--- src/rtl/mem_wb_stage.sv ---
// ---------------------------------------------------------------------------
// mem_wb_stage
//
// Memory-access stage and MEM/WB pipeline register of a 5-stage MIPS pipeline.
// Takes the EX/MEM register outputs and drives a request/acknowledge data
// memory port. It registers the write-back result. A request that is not
// acknowledged in its first cycle stalls the upstream stages. If the wait
// runs past TIMEOUT cycles, the access is aborted and a sticky error is
// raised.
//
// Parameters
//   TIMEOUT          maximum wait cycles after the request cycle (1..255)
//
// Ports
//   clk              pipeline clock, rising edge
//   rst              synchronous active-low reset (0 = reset)
//   RegWrite_in      EX/MEM register-file write enable
//   memWrite_in      EX/MEM store request
//   memRead_in       EX/MEM load request
//   memtoReg_in      EX/MEM select memory data for write-back
//   writeDst_in      EX/MEM destination register
//   ALU_in           EX/MEM ALU result (memory address / non-load data)
//   memWriteData_in  EX/MEM store data
//   dmem_req         memory request
//   dmem_we          1 = store, 0 = load
//   dmem_addr        memory address
//   dmem_wdata       store data
//   dmem_rdata       load data, valid when dmem_ack = 1
//   dmem_ack         one-cycle completion pulse from memory
//   stall            freezes PC, IF/ID, ID/EX and EX/MEM
//   MemWB_RegWrite   registered write enable
//   MemWB_Rd         registered destination register
//   regFileWriteData registered write-back data
//   mem_error        sticky timeout flag, cleared only by reset
// ---------------------------------------------------------------------------
module mem_wb_stage #(
  parameter int unsigned TIMEOUT = 16
) (
  input  logic        clk,
  input  logic        rst,
  input  logic        RegWrite_in,
  input  logic        memWrite_in,
  input  logic        memRead_in,
  input  logic        memtoReg_in,
  input  logic [4:0]  writeDst_in,
  input  logic [31:0] ALU_in,
  input  logic [31:0] memWriteData_in,
  output logic        dmem_req,
  output logic        dmem_we,
  output logic [31:0] dmem_addr,
  output logic [31:0] dmem_wdata,
  input  logic [31:0] dmem_rdata,
  input  logic        dmem_ack,
  output logic        stall,
  output logic        MemWB_RegWrite,
  output logic [4:0]  MemWB_Rd,
  output logic [31:0] regFileWriteData,
  output logic        mem_error
);

  typedef enum logic {
    S_IDLE = 1'b0,
    S_WAIT = 1'b1
  } state_t;

  // The counter holds the number of WAIT cycles already completed. The abort
  // decision is therefore taken in the WAIT cycle where it equals TIMEOUT-1,
  // and the edge that ends that cycle is the TIMEOUT-th wait edge.
  localparam logic [7:0] LAST_WAIT = 8'(TIMEOUT - 1);

  state_t      state_q, state_d;
  logic [7:0]  wait_cnt;

  // Hold registers: they capture the access when the FSM enters WAIT, so the
  // memory port stays stable while upstream inputs are free to change.
  logic [31:0] hold_addr;
  logic [31:0] hold_wdata;
  logic        hold_we;
  logic        hold_regwrite;
  logic        hold_memtoreg;
  logic [4:0]  hold_dst;

  logic        access;
  logic        abort;
  logic        sel_regwrite;
  logic        sel_memtoreg;
  logic [4:0]  sel_dst;
  logic [31:0] wb_data;

  // A set memWrite_in wins over memRead_in, so an access with both bits set
  // is a store.
  assign access = memRead_in | memWrite_in;

  always_comb begin
    // NOTE: every signal gets a default before the case statement. A path
    // that leaves a signal unassigned would infer a latch.
    state_d      = state_q;
    abort        = 1'b0;
    dmem_req     = 1'b0;
    dmem_we      = memWrite_in;
    dmem_addr    = ALU_in;
    dmem_wdata   = memWriteData_in;
    sel_regwrite = RegWrite_in;
    sel_memtoreg = memtoReg_in;
    sel_dst      = writeDst_in;

    case (state_q)
      S_IDLE: begin
        dmem_req = access;
        if (access && !dmem_ack) begin
          state_d = S_WAIT;
        end
      end
      S_WAIT: begin
        dmem_req     = 1'b1;
        dmem_we      = hold_we;
        dmem_addr    = hold_addr;
        dmem_wdata   = hold_wdata;
        sel_regwrite = hold_regwrite;
        sel_memtoreg = hold_memtoreg;
        sel_dst      = hold_dst;
        // When ack and timeout fall in the same cycle, ack wins.
        abort        = !dmem_ack && (wait_cnt == LAST_WAIT);
        if (dmem_ack || abort) begin
          state_d = S_IDLE;
        end
      end
      default: state_d = S_IDLE;
    endcase

    // While in reset, no request leaves the block and upstream is not stalled.
    if (!rst) begin
      state_d  = S_IDLE;
      abort    = 1'b0;
      dmem_req = 1'b0;
    end
  end

  assign stall = dmem_req & ~dmem_ack & ~abort;

  // Only a load that selects memory data takes dmem_rdata. Every other case
  // takes the ALU value (the latched one in WAIT, the live one in IDLE).
  assign wb_data = (dmem_req && !dmem_we && sel_memtoreg) ? dmem_rdata : dmem_addr;

  // NOTE: this block models clocked state, so it uses only non-blocking
  // assignments. Every register then sees the pre-edge values, whatever the
  // statement order.
  always_ff @(posedge clk) begin
    if (!rst) begin
      // NOTE: the hold registers are cleared together with the rest of the
      // state. A reset during WAIT therefore leaves no trace of the discarded
      // access.
      state_q          <= S_IDLE;
      wait_cnt         <= 8'd0;
      hold_addr        <= 32'd0;
      hold_wdata       <= 32'd0;
      hold_we          <= 1'b0;
      hold_regwrite    <= 1'b0;
      hold_memtoreg    <= 1'b0;
      hold_dst         <= 5'd0;
      MemWB_RegWrite   <= 1'b0;
      MemWB_Rd         <= 5'd0;
      regFileWriteData <= 32'd0;
      mem_error        <= 1'b0;
    end else begin
      state_q <= state_d;

      if (state_q == S_IDLE && state_d == S_WAIT) begin
        hold_addr     <= ALU_in;
        hold_wdata    <= memWriteData_in;
        hold_we       <= memWrite_in;
        hold_regwrite <= RegWrite_in;
        hold_memtoreg <= memtoReg_in;
        hold_dst      <= writeDst_in;
        wait_cnt      <= 8'd0;
      end else if (state_q == S_WAIT) begin
        wait_cnt <= wait_cnt + 8'd1;
      end

      if (abort) begin
        mem_error <= 1'b1;
      end

      // A stall edge or an abort edge loads a bubble. Only the write enable
      // drops, so the previous instruction is not written or forwarded again.
      if (stall || abort) begin
        MemWB_RegWrite <= 1'b0;
      end else begin
        MemWB_RegWrite   <= sel_regwrite;
        MemWB_Rd         <= sel_dst;
        regFileWriteData <= wb_data;
      end
    end
  end

endmodule
--- config.mk ---
export PLATFORM = sky130hd
export DESIGN_NAME = mem_wb_stage
export DESIGN_NICKNAME = d
export VERILOG_FILES = /design/src/rtl/mem_wb_stage.sv
export SDC_FILE = /design/constraint.sdc
export NUM_CORES = 1
export LEC_CHECK = 0
export CORE_ASPECT_RATIO = 1.75
export CORE_MARGIN = 3
export CORE_UTILIZATION = 47
export DETAILED_ROUTE_END_ITERATION = 10
export DONT_BUFFER_PORTS = 1
export PLACE_DENSITY = 0.72
export SYNTH_ARGS = -nofsm -noshare
export SYNTH_HDL_FRONTEND = slang
export SYNTH_SLANG_ARGS = --single-unit
--- constraint.sdc ---
create_clock -name clk -period 3.5 [get_ports clk]
set_input_delay 0.7 -clock clk [delete_from_list [all_inputs] [get_ports clk]]
set_output_delay 0.7 -clock clk [all_outputs]
set_load 0.005 [all_outputs]
==> flow_metrics.tcl, run 1 <==
set metrics [dict create \
    status "finished, final reports clean" \
    layout-drive-gt1-share 0.1727 \
    worst_voltage_drop_across_the_vdd_grid_v 0.0003717 \
    detailedRoute.firstIterationViolations 177 \
    synthesis.nets 753 \
    post-route-cell-area_um2 6072 \
    root_buffer "sky130_fd_sc_hd__clkbuf_16" \
    timing.hold.worst.start "rst" \
    post-dp-hpwl_um 9748 \
    synth_xor_xnor_area_share 0.008059 \
    timing.clock.skew_ps 7.675 \
    clock_sinks 120 \
    maxCapViolations 0 \
    cts.reportedPaths.clkPinSlew_ps 50 \
    placed_area_um2 5470 \
    yosys_warns 0 \
    crit_path_max_fanout 49 \
    total_switching_power_mw 0.8406 \
    hold_buffer_count_at_cts 0 \
    timing.critical_path.slowest_cell_delay_ps 760 \
    cp_cell_sequence "buf_4 -> mux2_2" \
    initial_utilization 0.4838 \
    holdCritPathClass "in -> reg" \
    rsz_0062_raised_after_global_routing "false" \
    yosys.area_share.adder 0.002303 \
    holdPathStages 1 \
    timing.critical_path.slowest_stage_cell "sky130_fd_sc_hd__dfxtp_4" \
    switching_share 0.2383 \
    setup-violations-final 0 \
    post-cts-setup-buffers 0 \
    gpl.final_weighted_congestion 0.8064 \
    critPathCaptureType "output port" \
    std_cell_rows 51 \
    grt_pass1_vias 4403 \
    detail_route.drc_violations 0 \
    critical_path.reg2reg.startpoint "state_q" \
    die_width_um 87.28 \
    ff2ff_setup_slack_ps 1160 \
    synth_seq_area_share 0.4421 \
    critical_path_arrival_ps 2170 \
    core_region_area_um2 11230 \
    grt_overflow_total 0 \
    wirelength_um 13650 \
    period_needed_ps 2867 \
    worst_r2r_endpoint "hold_wdata[25]" \
    grt_antenna_before_repair 1 \
    tritoncts "done" \
    critPathTopFamily "flip-flops" \
    yosysUniqueCellTypes 33 \
    p_leak_nw 2.192 \
    antenna_left 0 \
    synth_area_per_cell_um2 8.438 \
    synthSimpleGateAreaFrac 0.1826 \
    n_antenna_cell 0 \
    drt-vias-per-instance 5.698 \
    via_count 4382 \
    dieArea_um2 12940 \
    die-height_um 148.2 \
    first_pass_grt_wire_length_um 21250 \
    io_buffer_count 0 \
    critical_path.n_buffers_inverters 1 \
    synth_top_family_by_area "simple AND/OR/NAND/NOR gates" \
    synthesis.instances 644 \
    drtPass1Iterations 4 \
    combPwrFrac 0.079 \
    critPathRequiredTime_ps 2800 \
    numCtsBuffers 17 \
    cellInternalPower_mw 2.688 \
    cts_max_path_buffers 2 \
    report.power.total_mw 3.528 \
    setup.worst_path.class "reg -> out" \
    postCtsResizedCells 0 \
    timing.hold.worst_endpoint "mem_error" \
    synth-seq-cells 120 \
    power_density_nw_per_um2 581.0 \
    timing.fmax_mhz 348.8 \
    timing_worst_slew_pin_value_ps 751.1 \
    grt_max_degree 87 \
    clock_power_share 0.497 \
    mappedNetlistArea_um2 5434 \
    setup-tns-final_ps 0 \
    final_nets 733 \
    number_of_hold_violations_in_the_final_report 0 \
    min_period_over_period 0.8191 \
    slew-limit-headroom 0.4992 \
    post_drt_wl_per_cell_um 17.75 \
    worst_hold_slack_ps 423.5 \
    globalRouteTotalUtil 0.2094 \
    setup.worst_path.start_class "flop" \
    h-tree-depth 4 \
    areaGrowthSynthToFinish_pct 11.74 \
    clock_latency_reported_for_the_late_side_of_the_worst_skew_pair_ps 400 \
    synth_compound_area_frac 0.1794 \
    reg2regPathDepth 4 \
    power.share.sequential 0.424 \
    design.portCount 214 \
    finalMaxSlewViolations 0 \
    muxShareOfSynthArea 0.1476 \
]
-- worst reg2reg max path, delay by kind of cell (launching register included) --
family / cells / cell delay, ps
AOI/OAI and AO/OA: 1 / 190
DFF: 1 / 760
and+or+nand+nor: 2 / 840
buffers and inverters: 1 / 460
-- power groups by stage --
stage | registers [mW] | clock network (mW) | logic (mW)
5_1_grt | 1.50 | 1.86 | 0.311
3_5_place_dp | 1.52 | 0 | 0.281
4_1_cts | 1.50 | 1.79 | 0.282
6_report | 1.50 | 1.75 | 0.278
2_1_floorplan | 1.50 | 0 | 0.247
3_3_place_gp | 1.52 | 0 | 0.271
-- cells in the final DEF (no fill, tap or decap), types with 4 or more instances in the layout --
cell type	count
sky130_fd_sc_hd__nand2_1	185
sky130_fd_sc_hd__dfxtp_1	119
sky130_fd_sc_hd__mux2_2	65
sky130_fd_sc_hd__a21boi_0	61
sky130_fd_sc_hd__o21ai_0	60
sky130_fd_sc_hd__nor2_1	43
sky130_fd_sc_hd__clkbuf_16	17
sky130_fd_sc_hd__a21boi_1	13
sky130_fd_sc_hd__buf_4	8
sky130_fd_sc_hd__mux2i_1	7
sky130_fd_sc_hd__o211a_1	5
sky130_fd_sc_hd__o21ai_1	5
sky130_fd_sc_hd__nand4_1	4
sky130_fd_sc_hd__o21a_1	4
-- synthesized netlist by cell type (all sizes together) --
cell type	n	area share
nand2	185	0.13
dfxtp	120	0.44
a21boi	74	0.10
o21ai	66	0.061
mux2	65	0.13
nor2	44	0.030
clkbuf	24	0.017
buf	23	0.021
mux2i	7	0.013
o211a	5	0.0092
nand4	4	0.0046
o21a	4	0.0055
nor3	3	0.0037
xnor2	3	0.0048
and3	2	0.0023
nand3b	2	0.0028
xor2	2	0.0032
and2	1	0.0012
and3b	1	0.0016
ha	1	0.0023
nand2b	1	0.0012
nand3	1	0.00092
nor2b	1	0.0012
nor3b	1	0.0014
o31a	1	0.0016
or2	1	0.0012
or3	1	0.0012
or4	1	0.0014
-- layer usage --
metal | GRT usage | part of all wire
met2 | 0.3678 | 0.52
met4 | 0.1160 | 0.039
met3 | 0.07040 | 0.079
met5 | 0 | 0.00095
met1 | 0.2107 | 0.36
-- state kept, by name, indices dropped and copies added (netlist names) --
signal	count
hold_dst	5
regFileWriteData	32
state_q	1
hold_we	1
wait_cnt	8
MemWB_RegWrite	1
MemWB_Rd	5
mem_error	1
hold_regwrite	1
hold_memtoreg	1
hold_addr	32
hold_wdata	32
-- stage by stage --
step / std cells / utilization / worst slack (ps)
floorplan: 644 / - / 1234
global placement: 737 / 0.4871 / 1070
detailed placement: 737 / 0.4871 / 1033
CTS: 769 / 0.5407 / 598.7
global route: 769 / 0.5407 / 504.3
finish: 769 / 0.5407 / 633.2
-- kinds of logic after synthesis --
logic type      after synthesis
mux                          72
fa+ha+maj                     1
xor+xnor                      5
flops                       120
simple gates                249
buf+inv                      47
compound gates              150
-- layout make-up --
cell class                      count  area (um2)
Clock buffer                       18       429.2
Clock inverter                     14       172.7
Fill cell                        1029        5159
Multi-Input combinational cell    477        2839
Sequential cell                   120        2406
Tap cell                          132       165.2
Timing Repair Buffer                8       60.06
-- worst max-delay path by stage --
stage	startpoint	endpoint	slack [ps]	cells after the start
6_report	state_q	dmem_addr[10]	630	2
5_1_grt	state_q	dmem_addr[3]	500	2
4_1_cts	state_q	dmem_addr[10]	600	2
3_3_place_gp	dmem_ack	hold_wdata[17]	1070	5
3_5_place_dp	dmem_ack	hold_wdata[25]	1030	5
2_1_floorplan	dmem_ack	stall	1230	5
No activity file was read; power rests on OpenSTA's default activity.
==> inputs of run 2 (changes only) <==
--- a/config.mk
+++ b/config.mk
@@ -10,7 +10,7 @@
 export CORE_UTILIZATION = 47
 export DETAILED_ROUTE_END_ITERATION = 10
 export DONT_BUFFER_PORTS = 1
-export PLACE_DENSITY = 0.72
+export PLACE_DENSITY = 0.74
 export SYNTH_ARGS = -nofsm -noshare
 export SYNTH_HDL_FRONTEND = slang
 export SYNTH_SLANG_ARGS = --single-unit
==> constraint.sdc (replaced) <==
create_clock -name clk -period 2.42 [get_ports clk]
set_input_delay 0.484 -clock clk [delete_from_list [all_inputs] [get_ports clk]]
set_output_delay 0.484 -clock clk [all_outputs]
set_load 0.005 [all_outputs]
==> flow_metrics.tcl, run 2 (synthesized netlist as in run 1, its figures left out) <==
set metrics [dict create \
    areaGrowthSynthToFinish_pct 12.30 \
    clock_sinks 120 \
    placed_cells 737 \
    maxCapViolations 0 \
    std_cell_rows 51 \
    timing.clock.skew_ps 8.841 \
    rsz_0062_raised_after_global_routing "false" \
    crit_path_max_fanout 62 \
    grt_overflow_total 0 \
    worst_r2r_endpoint "regFileWriteData[8]" \
    p_leak_nw 2.203 \
    io_buffer_count 0 \
    largest_registers "hold_addr (32), hold_wdata (32), regFileWriteData (32)" \
    period_needed_ps 2251 \
    die-height_um 148.2 \
    via_count 4384 \
    report.power.total_mw 5.035 \
    critPathCaptureType "output port" \
    grt_antenna_before_repair 0 \
    slew-limit-headroom 0.2926 \
    worst_voltage_drop_across_the_vdd_grid_v 0.0005857 \
    design.portCount 214 \
    post_drt_wl_per_cell_um 17.55 \
    numCtsBuffers 17 \
    holdPathStages 1 \
    post-dp-hpwl_um 9655 \
    post_layout_nonfiller_instances 770 \
    first_pass_grt_wire_length_um 21090 \
    timing.fmax_mhz 444.2 \
    finalMaxSlewViolations 0 \
    cts.reportedPaths.clkPinSlew_ps 60 \
    n_antenna_cell 0 \
    min_period_over_period 0.9304 \
    drtPass1Iterations 4 \
    tritoncts "done" \
    antenna_left 0 \
    setup_ws_final_ps 168.5 \
    reg2regPathDepth 4 \
    grt_pass1_vias 4359 \
    setup-tns-final_ps 0 \
    final_nets 734 \
    mostFrequentLayoutCell "sky130_fd_sc_hd__nand2_1" \
    switching_share 0.2413 \
    initial_utilization 0.4838 \
    crit_path_start "state_q" \
    power.share.sequential 0.427 \
    status "finished, final reports clean" \
    holdCritPathClass "in -> reg" \
    ff2ff_setup_slack_ps 460 \
    die_width_um 87.28 \
    combPwrFrac 0.083 \
    dieArea_um2 12940 \
    setup.worst_path.class "reg -> out" \
    timing.hold.worst.start "rst" \
    grt_max_degree 87 \
    critPathRequiredTime_ps 1940 \
    gpl.final_weighted_congestion 0.7956 \
    core_region_area_um2 11230 \
    detailedRoute.firstIterationViolations 161 \
    power_density_nw_per_um2 825.1 \
    number_of_hold_violations_in_the_final_report 0 \
    total_switching_power_mw 1.215 \
    drt-vias-per-instance 5.694 \
    layout-drive-gt1-share 0.1740 \
    cts_max_path_buffers 2 \
    post-place-ws_ps 401.3 \
    critical_path_arrival_ps 1770 \
    h-tree-depth 4 \
    root_buffer "sky130_fd_sc_hd__clkbuf_16" \
    setup.worst_path.start_class "flop" \
    most-common-layout-cells "185 x sky130_fd_sc_hd__nand2_1, 119 x sky130_fd_sc_hd__dfxtp_1, 65 x sky130_fd_sc_hd__mux2_2, 61 x sky130_fd_sc_hd__a21boi_0, 60 x sky130_fd_sc_hd__o21ai_0" \
    timing_worst_slew_pin_value_ps 1061 \
    globalRouteTotalUtil 0.2040 \
    wirelength_um 13520 \
    setup-violations-final 0 \
    cellInternalPower_mw 3.820 \
    timing.hold.worst_endpoint "wait_cnt[2]" \
    clock_latency_reported_for_the_late_side_of_the_worst_skew_pair_ps 400 \
    critical_path.reg2reg.startpoint "state_q" \
    clock_power_share 0.489 \
    detail_route.drc_violations 0 \
]
[run 2: per-stage QoR]
stage	instance area (um2)	hold WS, ps	utilization
floorplan	5434	431.6	-
global placement	5495	437.5	0.4893
detailed placement	5495	443.6	0.4893
CTS	6083	185.9	0.5417
global route	6102	191.5	0.5433
finish	6102	211.1	0.5433
[run 2: final cells by class]
type	instances	area (um2)
Tap cell	132	165.2
Sequential cell	120	2406
Clock buffer	19	442.9
Fill cell	1007	5129
Timing Repair Buffer	9	103.9
Clock inverter	13	145.1
Multi-Input combinational cell	477	2839
[run 2: how the worst max path moves through the flow]
stage | endpoint | slack (ps)
6_report | stall | 170
5_1_grt | stall | 60
4_1_cts | stall | 1
3_5_place_dp | regFileWriteData[1] | 400
3_3_place_gp | stall | 480
2_1_floorplan | stall | 590
[run 2: timing repair]
item	CTS	global route
resized for setup	0	1
endpoints found under the setup margin	0	1
hold endpoints to repair	0	0
hold buffers	0	0
setup buffers	0	1
[run 2: metal layers]
layer	global-route usage	wire length, um	part of all wire
met1	0.2151	5030	0.37
met2	0.3531	6942	0.51
met3	0.06818	1093	0.081
met4	0.1022	451	0.033
met5	0	0	0
[run 2: worst max-delay path: stages, from the launching register on]
cell and delay, ps:
sky130_fd_sc_hd__dfxtp_4 490, sky130_fd_sc_hd__buf_16 310, sky130_fd_sc_hd__nand4_1 230, sky130_fd_sc_hd__nor2_1 200
sky130_fd_sc_hd__nor2_1 90
[run 2: power by group through the flow]
| stage | clock network (mW) | registers [mW] | logic [mW] |
|---|---|---|---|
| 2_1_floorplan | 0 | 2.17 | 0.358 |
| 3_3_place_gp | 0 | 2.19 | 0.400 |
| 3_5_place_dp | 0 | 2.20 | 0.414 |
| 4_1_cts | 2.52 | 2.16 | 0.415 |
| 5_1_grt | 2.61 | 2.16 | 0.469 |
| 6_report | 2.46 | 2.15 | 0.420 |
==> inputs of run 3 (changes only) <==
--- a/config.mk
+++ b/config.mk
@@ -11,6 +11,7 @@
 export DETAILED_ROUTE_END_ITERATION = 10
 export DONT_BUFFER_PORTS = 1
 export PLACE_DENSITY = 0.74
+export RECOVER_POWER = 50
 export SYNTH_ARGS = -nofsm -noshare
 export SYNTH_HDL_FRONTEND = slang
 export SYNTH_SLANG_ARGS = --single-unit
==> flow_metrics.tcl, run 3 (synthesized netlist as in run 1, its figures left out) <==
set metrics [dict create \
    status "finished, final reports clean" \
    detail_route.drc_violations 0 \
    grt_pass1_vias 4359 \
    drt-vias-per-instance 5.674 \
    numCtsBuffers 17 \
    critPathCaptureType "output port" \
    setup.worst_path.start_class "flop" \
    clock_latency_reported_for_the_late_side_of_the_worst_skew_pair_ps 400 \
    most-common-layout-cells "185 x sky130_fd_sc_hd__nand2_1, 119 x sky130_fd_sc_hd__dfxtp_1, 70 x sky130_fd_sc_hd__a21boi_0, 60 x sky130_fd_sc_hd__o21ai_0, 57 x sky130_fd_sc_hd__mux2_2" \
    power.share.sequential 0.428 \
    period_needed_ps 2241 \
    total_switching_power_mw 1.215 \
    dieArea_um2 12940 \
    drtPass1Iterations 4 \
    grt_max_degree 87 \
    gpl.final_weighted_congestion 0.7956 \
    crit_path_max_fanout 62 \
    areaGrowthSynthToFinish_pct 11.93 \
    reg2regPathDepth 5 \
    timing_worst_slew_pin_value_ps 1052 \
    maxCapViolations 0 \
    grt_overflow_total 0 \
    hold_buffer_count_at_cts 0 \
    critical_path.reg2reg.startpoint "state_q" \
    min_period_over_period 0.9260 \
    initial_utilization 0.4838 \
    switching_share 0.2417 \
    timing.clock.skew_ps 7.079 \
    grt_antenna_before_repair 0 \
    number_of_hold_violations_in_the_final_report 0 \
    tritoncts "done" \
    io_buffer_count 0 \
    combPwrFrac 0.082 \
    detailedRoute.firstIterationViolations 137 \
    post-route-cell-area_um2 6082 \
    wirelength_um 13540 \
    largest_registers "hold_addr (32), hold_wdata (32), regFileWriteData (32)" \
    die-height_um 148.2 \
    h-tree-depth 4 \
    n_antenna_cell 0 \
    std_cell_rows 51 \
    p_leak_nw 2.193 \
    clock_sinks 120 \
    placed_area_um2 5495 \
    worstSetupEndpoint "stall" \
    layout-drive-gt1-share 0.1614 \
    report.power.total_mw 5.027 \
    slew-limit-headroom 0.2983 \
    globalRouteTotalUtil 0.2040 \
    mostFrequentLayoutCell "sky130_fd_sc_hd__nand2_1" \
    cellInternalPower_mw 3.812 \
    design.portCount 214 \
    power_density_nw_per_um2 826.6 \
    clock_power_share 0.490 \
    post_drt_wl_per_cell_um 17.59 \
    die_width_um 87.28 \
    cts.reportedPaths.clkPinSlew_ps 60 \
    critPathRequiredTime_ps 1940 \
    setup.worst_path.class "reg -> out" \
    worst_r2r_endpoint "wait_cnt[5]" \
    final_nets 734 \
    setup-tns-final_ps 0 \
    post-dp-hpwl_um 9655 \
    antenna_left 0 \
    core_region_area_um2 11230 \
    root_buffer "sky130_fd_sc_hd__clkbuf_16" \
    cts_max_path_buffers 2 \
    worst_voltage_drop_across_the_vdd_grid_v 0.0005869 \
    setup-violations-final 0 \
    via_count 4369 \
    critical_path_arrival_ps 1760 \
    first_pass_grt_wire_length_um 21090 \
    rsz_0062_raised_after_global_routing "false" \
    ff2ff_setup_slack_ps 280 \
    timing.fmax_mhz 446.3 \
    crit_path_start "state_q" \
    finalMaxSlewViolations 0 \
    holdCritPathClass "in -> reg" \
]
==> run 3: cell types whose count changed in the layout (fill, tap and decap cells not counted) <==
cell,change
sky130_fd_sc_hd__buf_12,-1
sky130_fd_sc_hd__buf_2,+1
sky130_fd_sc_hd__mux2_2,-8
sky130_fd_sc_hd__clkbuf_2,+2
sky130_fd_sc_hd__buf_4,-2
sky130_fd_sc_hd__mux2_1,+8
sky130_fd_sc_hd__a21boi_1,-9
sky130_fd_sc_hd__a21boi_0,+9
==> run 3: area by class of cell <==
class	instances	area [um2]
Sequential cell	120	2406
Tap cell	132	165.2
Clock inverter	13	145.1
Multi-Input combinational cell	477	2839
Timing Repair Buffer	9	83.83
Clock buffer	19	442.9
Fill cell	1010	5149
==> run 3: power by group through the flow <==
stage / Sequential [mW] / Combinational [mW] / Clock [mW]
after floorplan: 2.17 / 0.358 / 0
after global placement: 2.19 / 0.400 / 0
after detailed placement: 2.20 / 0.414 / 0
after CTS: 2.16 / 0.415 / 2.52
after global routing: 2.16 / 0.460 / 2.61
final: 2.15 / 0.411 / 2.46
==> run 3: stage by stage <==
stage | worst slack, ps | utilization | cells | hold slack, ps
3_5_place_dp | 401.3 | 0.4893 | 737 | 443.6
5_1_grt | 53.80 | 0.5416 | 770 | 194.0
2_1_floorplan | 585.9 | - | 644 | 431.6
4_1_cts | 1.128 | 0.5417 | 769 | 185.9
6_report | 179.2 | 0.5416 | 770 | 210.6
3_3_place_gp | 480.5 | 0.4893 | 737 | 437.5
==> run 3: worst max-delay path, cell delays in order (launching register included) <==
cell	delay, ps
sky130_fd_sc_hd__dfxtp_4	490
sky130_fd_sc_hd__buf_16	310
sky130_fd_sc_hd__nand4_1	230
sky130_fd_sc_hd__nor2_1	200
sky130_fd_sc_hd__nor2_1	90
==> run 3: how the worst min path moves through the flow <==
stage                             start  depth (start not counted)             to  slack, ps
after floorplan           hold_addr[18]                          2  hold_addr[18]        430
after global routing                rst                          1    wait_cnt[2]        190
after global placement    hold_addr[31]                          2  hold_addr[31]        440
final                               rst                          1    wait_cnt[2]        210
after CTS                           rst                          1    wait_cnt[2]        190
after detailed placement  hold_wdata[4]                          2  hold_wdata[4]        440
==> run 3: what timing repair did <==
item | in CTS | in global routing
resized for setup | 0 | 1
endpoints found under the hold margin | 0 | 0
endpoints found under the setup margin | 0 | 1
buffers inserted | 0 | 1
==> run 3: metal layers <==
metal	vias up	track usage	wire, um
li1	2134	-	-
met1	2014	0.2151	4851
met2	185	0.3531	7002
met3	36	0.06818	1232
met4	0	0.1022	458
met5	-	0	0
